$ cat src/rtl/req_nodeset_sink_if.sv
// rtl/req_nodeset_sink_if.sv - request-side and node-side handshake bundle for req_nodeset_sink
interface req_nodeset_sink_if #(
   parameter int PAYLOAD_WIDTH = 16,
   parameter int NODETAG_WIDTH = 6
);
   logic                     i_req_vld;
   logic [PAYLOAD_WIDTH-1:0] i_req_payload;
   logic [NODETAG_WIDTH-1:0] i_req_nodenum;
   logic                     o_req_ack;
   logic                     o_node_vld;
   logic [PAYLOAD_WIDTH-1:0] o_node_payload;
   logic [NODETAG_WIDTH-1:0] o_node_tag;
   logic                     i_node_ack;

   modport slave (
      input  i_req_vld, i_req_payload, i_req_nodenum, i_node_ack,
      output o_req_ack, o_node_vld, o_node_payload, o_node_tag
   );

   modport master (
      output i_req_vld, i_req_payload, i_req_nodenum, i_node_ack,
      input  o_req_ack, o_node_vld, o_node_payload, o_node_tag
   );
endinterface

$ cat src/rtl/req_nodeset_sink.sv
// rtl/req_nodeset_sink.sv - buffered request sink with drain FSM; REQ_NODESET_SINK_STATS_EN enables the accept counter
module req_nodeset_sink #(
   parameter int PAYLOAD_WIDTH = 16,
   parameter int NODETAG_WIDTH = 6,
   parameter int FIFO_DEPTH    = 4
) (
   input  logic                          clk,
   input  logic                          rst,
   req_nodeset_sink_if.slave             bus,
   input  logic                          i_drain,
   output logic                          o_drained,
   output logic [$clog2(FIFO_DEPTH):0]   o_count,
   output logic [15:0]                   o_stat_accepted
);
   localparam int AW = $clog2(FIFO_DEPTH);
   localparam int EW = PAYLOAD_WIDTH + NODETAG_WIDTH;

   typedef enum logic [1:0] {ACTIVE, DRAIN, IDLE} state_t;

   state_t        state_q, state_d;
   logic [AW:0]   wr_ptr, rd_ptr;
   logic [EW-1:0] mem [FIFO_DEPTH];
   logic [EW-1:0] head;
   logic          full, empty, push, pop, req_ack, drained;

   assign full    = (wr_ptr[AW-1:0] == rd_ptr[AW-1:0]) && (wr_ptr[AW] != rd_ptr[AW]);
   assign empty   = (wr_ptr == rd_ptr);
   assign o_count = wr_ptr - rd_ptr;
   assign push    = req_ack;
   assign pop     = !empty && bus.i_node_ack;

   always_ff @(posedge clk) begin
      if (!rst) begin
         state_q <= ACTIVE;
      end else begin
         state_q <= state_d;
      end
   end

   // leaving drain on a deasserted request wins over reaching idle
   always_comb begin
      state_d = state_q;
      case (state_q)
         ACTIVE:  if (i_drain) state_d = DRAIN;
         DRAIN: begin
            if (!i_drain)           state_d = ACTIVE;
            else if (o_count == '0) state_d = IDLE;
         end
         IDLE:    if (!i_drain) state_d = ACTIVE;
         default: state_d = ACTIVE;
      endcase
   end

   always_comb begin
      req_ack = 1'b0;
      drained = 1'b0;
      case (state_q)
         ACTIVE:  req_ack = rst && bus.i_req_vld && !full;
         IDLE:    drained = 1'b1;
         default: ;
      endcase
   end

   assign bus.o_req_ack = req_ack;
   assign o_drained     = drained;

   always_ff @(posedge clk) begin
      if (!rst) begin
         wr_ptr <= '0;
         rd_ptr <= '0;
      end else begin
         if (push) wr_ptr <= wr_ptr + 1'b1;
         if (pop)  rd_ptr <= rd_ptr + 1'b1;
      end
   end

   always_ff @(posedge clk) begin
      if (rst && push) mem[wr_ptr[AW-1:0]] <= {bus.i_req_nodenum, bus.i_req_payload};
   end

   assign head               = mem[rd_ptr[AW-1:0]];
   assign bus.o_node_vld     = !empty;
   assign bus.o_node_payload = head[PAYLOAD_WIDTH-1:0];
   assign bus.o_node_tag     = head[EW-1:PAYLOAD_WIDTH];

`ifdef REQ_NODESET_SINK_STATS_EN
   logic [15:0] stat_q;

   always_ff @(posedge clk) begin
      if (!rst) begin
         stat_q <= '0;
      end else if (push && stat_q != 16'hFFFF) begin
         stat_q <= stat_q + 16'd1;
      end
   end

   assign o_stat_accepted = stat_q;
`else
   assign o_stat_accepted = 16'h0000;
`endif
endmodule

$ cat src/flat_wrapper.sv
// flat-port wrapper written by rule: the top's interface ports become plain ports
module req_nodeset_sink_flat 
#(
   parameter int PAYLOAD_WIDTH = 16,
   parameter int NODETAG_WIDTH = 6,
   parameter int FIFO_DEPTH    = 4
)
  (clk, rst, i_drain, o_drained, o_count, o_stat_accepted, bus_i_req_vld, bus_i_req_payload, bus_i_req_nodenum, bus_i_node_ack, bus_o_req_ack, bus_o_node_vld, bus_o_node_payload, bus_o_node_tag);
  req_nodeset_sink_if #(.PAYLOAD_WIDTH(PAYLOAD_WIDTH), .NODETAG_WIDTH(NODETAG_WIDTH)) bus_i ();
  input  logic clk;
  input  logic rst;
  input  logic i_drain;
  output logic o_drained;
  output logic [$clog2(FIFO_DEPTH):0] o_count;
  output logic [15:0] o_stat_accepted;
  input wire logic [$bits(bus_i.i_req_vld)-1:0] bus_i_req_vld;
  input wire logic [$bits(bus_i.i_req_payload)-1:0] bus_i_req_payload;
  input wire logic [$bits(bus_i.i_req_nodenum)-1:0] bus_i_req_nodenum;
  input wire logic [$bits(bus_i.i_node_ack)-1:0] bus_i_node_ack;
  output wire logic [$bits(bus_i.o_req_ack)-1:0] bus_o_req_ack;
  output wire logic [$bits(bus_i.o_node_vld)-1:0] bus_o_node_vld;
  output wire logic [$bits(bus_i.o_node_payload)-1:0] bus_o_node_payload;
  output wire logic [$bits(bus_i.o_node_tag)-1:0] bus_o_node_tag;
  assign bus_i.i_req_vld = bus_i_req_vld;
  assign bus_i.i_req_payload = bus_i_req_payload;
  assign bus_i.i_req_nodenum = bus_i_req_nodenum;
  assign bus_i.i_node_ack = bus_i_node_ack;
  assign bus_o_req_ack = bus_i.o_req_ack;
  assign bus_o_node_vld = bus_i.o_node_vld;
  assign bus_o_node_payload = bus_i.o_node_payload;
  assign bus_o_node_tag = bus_i.o_node_tag;
  req_nodeset_sink #(.PAYLOAD_WIDTH(PAYLOAD_WIDTH), .NODETAG_WIDTH(NODETAG_WIDTH), .FIFO_DEPTH(FIFO_DEPTH)) u_core (.clk(clk), .rst(rst), .bus(bus_i), .i_drain(i_drain), .o_drained(o_drained), .o_count(o_count), .o_stat_accepted(o_stat_accepted));
endmodule
$ cat config.mk
export PLATFORM = sky130hd
export DESIGN_NAME = req_nodeset_sink_flat
export DESIGN_NICKNAME = d
export VERILOG_FILES = /design/src/rtl/req_nodeset_sink_if.sv /design/src/rtl/req_nodeset_sink.sv /design/src/flat_wrapper.sv
export SDC_FILE = /design/constraint.sdc
export NUM_CORES = 1
export LEC_CHECK = 0
export ABC_AREA = 1
export CORE_ASPECT_RATIO = 0.9
export CORE_MARGIN = 2
export CORE_UTILIZATION = 25
export CTS_CLUSTER_DIAMETER = 40
export DETAILED_ROUTE_END_ITERATION = 12
export DONT_BUFFER_PORTS = 1
export GPL_ROUTABILITY_DRIVEN = 0
export PLACE_DENSITY = 0.42
export SLEW_MARGIN = 0
export SYNTH_ARGS = -nofsm -noshare
export SYNTH_HDL_FRONTEND = slang
export SYNTH_SLANG_ARGS = --single-unit
$ cat constraint.sdc
create_clock -name clk -period 3.49 [get_ports clk]
set_clock_uncertainty 0.15 [all_clocks]
set_input_delay 0.698 -clock clk [delete_from_list [all_inputs] [get_ports clk]]
set_output_delay 0.698 -clock clk [all_outputs]
set_load 0.02 [all_outputs]
==> results.ini <==
[run_status]
status=finished, final reports clean

[floorplanning]
die-area_um2=17000
die_y_um=124
die_x_um=137
rows=43
placeableCoreArea_um2=15500
floorplan.io_pins=71
initial_core_util_pct=25.7

[placement]
dpl_worst_slack_ns=0.942
placed_cells=510
place.port_buffers=0
hpwlAfterDp_um=5380
postPlaceCellArea_um2=4210

[synth]
sequential_area_share_after_synthesis_pct=71.1
netlist_area_um2=4000
synth_cell_type_count=27
synthDominantCellAreaShare_pct=66.1
synth-main-ff-cell=edfxtp_1
synth_seq_cells=98
post_synth_inst_count=316
ys_warn_count=0
syn-mean-instance-area_um2=12.7
ys_top_cells_by_area=edfxtp_1 66%, nor2_1 5.4%, dfxtp_1 5.0%, o21ai_0 3.5%, o22ai_1 3.4%
synth_async_sr_flop_share_pct=0
synth_edf_count=88
area_leader_netlist=edfxtp_1

[drt]
final_antenna_net_count=0
detailroute.via_count=2289
first_pass_iters=5
drt-vias-per-instance=4.35
detail_route.iter0.violations=184
drt-total-wl_um=8540
avgRoutedWirePerCell_um=16.2
detail_route.drc_violations=0

[setup_path]
highest_cell_delay_on_the_worst_timing_path_ns=0.61
startpoint_type=register
r2r_slack_ns=1.08
crit_family=compound AO/OA/AOI/OAI gates
r2r-end=u_core.mem[2][11]$_DFFE_PP_
worst_ep_required_time_ns=2.64
worst-path-buf-inv=1
slowest_stage_cell_cp=inv_2
crit_path_cell_trace=inv_2 > o21ai_0 > o22ai_1
r2r-start=u_core.wr_ptr[0]$_SDFFE_PN0P_
critPathArrivalTime_ns=2.06
reg2regPathDepth=8
crit_path_max_fanout=44
criticalPathCategory=register to primary output
crit_path_end_kind=primary output

[finish]
layout-area-overhead-vs-synth_pct=12.6
final_layout_size_suffix_gt1_share_pct=10.8
nFillCells=1580
fin_util_pct=29.0
fin_area_um2=4500
diodes=0
instances_no_fill=526
design.final.nets=354

[pwr]
power.sequential.fraction_pct=50.3
power_density_nw_per_um2=591
power_leakage_uw=0.00152
power_report.internal_total_uw=1950
ir_drop_mv=0.199
swShare_pct=26.8
comb_power_share_pct=13.2
power.switching_uw=713
pwr-share-clk_pct=36.5

[cts]
holdBufCountCts=0
cts_tree=done
buffer_count_from_post_cts_setup_fixing=0
cts_buffer_depth=2
clock-root-buffer=clkbuf_16
cts_repair_resize_count=0
clk_pin_slew_ns=0.07
clock_sinks=98
clk-insertion-delay-late_ns=0.34
numCtsBuffers=9
ctsHtreeMaxLevel=3

[timing]
max_clock_freq_mhz=344
timing.final.ws_setup_ns=0.584
setup_tns_ns=0
fin_crit_sh_pct=83.3
tightestPinTransition_ns=0.789
setup_viol=0
maxSlewHeadroom_pct=47.3
finalCriticalPeriod_ns=2.91
report.final.hold_viol_count=0
grt_setup_unrepaired=false
final-max-slew-violation-count=0

[hold_path]
min_path_type=primary input to register
hold_depth=0
hold_path_startpoint=bus_i_req_payload[1]
holdPathEnd=u_core.mem[0][1]$_DFFE_PP_

[global_route]
first_global_vias=2192
initial_antenna_violation_count=0
globalRouteOverflowTotal=0
grt_first_pass_wirelength_um=13000
gr-usage-all-layers_pct=10.7
grt_start_max_net_pins=45

[run]
timing.max_cap.violations=0

## cells in the final DEF, fill, tap and decap left out, drive strengths merged, types with 10 or more instances in the layout
cell	n
conb	16
inv	18
nand3	10
nor2	59
dfxtp	10
nand2	16
clkbuf	10
o21ai	46
edfxtp	88
o22ai	22
## final cells by class
type / count / area (um^2) / area share [%]
clock buffer: 10 / 229 / 5.09
timing repair buffer: 6 / 70.1 / 1.56
clock inverter: 6 / 65.1 / 1.45
inverter: 18 / 68.8 / 1.53
sequential: 98 / 2840 / 63.2
tap: 202 / 253 / 5.61
multi-input combinational: 186 / 972 / 21.6
## routing by layer
metal / routed length [um] / global-route usage (%)
met5: 0 / 0
met4: 91 / 3.29
met3: 843 / 5.62
met2: 3860 / 16.0
met1: 3750 / 13.3
## sequential cells by signal (all words and copies together) (netlist names), named ones only
| register | flops |
|---|---|
| u_core.rd_ptr | 3 |
| u_core.state_q | 2 |
| u_core.mem | 88 |
| u_core.wr_ptr | 3 |
## metrics by stage
| step | hold WS (ns) | total power (uW) |
|---|---|---|
| 5_1_grt | 0.269 | 2790 |
| 2_1_floorplan | 0.319 | 1660 |
| 3_5_place_dp | 0.366 | 1720 |
| 3_3_place_gp | 0.361 | 1720 |
| 6_report | 0.298 | 2660 |
| 4_1_cts | 0.279 | 2720 |
## logic make-up after synthesis
group,synth area share [%]
adders and majority gates,2.69
AOI/OAI and AO/OA,9.92
xor gates and xnor gates,0.438
DFF,71.1
buffers and inverters,6.23
other,0.0938
and+or+nand+nor,9.52
## Yosys cell counts (all sizes together), types with 2 or more instances
library cell,n
a21oi,5
buf,25
clkbuf,4
dfxtp,10
edfxtp,88
ha,7
inv,17
nand2,16
nand3,10
nor2,59
o21ai,46
o22ai,22
xor2,2
## worst max path at each step
stage,startpoint,endpoint,slack (ns),cells after the start
after global routing,register,bus_o_node_payload[9],0.41,3
final,register,bus_o_node_payload[9],0.58,3
after CTS,register,bus_o_node_payload[4],0.57,3
after global placement,register,bus_o_node_tag[5],0.96,3
after floorplan,u_core.wr_ptr[0]$_SDFFE_PN0P_,u_core.mem[2][0]$_DFFE_PP_,0.95,7
after detailed placement,register,bus_o_node_payload[4],0.94,3
## power groups by stage
stage	Combinational, uW	Clock [uW]	Sequential (uW)
global placement	356	0	1370
finish	350	973	1340
global route	387	1060	1340
CTS	359	1020	1340
detailed placement	358	0	1370
floorplan	306	0	1350
Note: power is estimated with default switching activity, not from simulation.
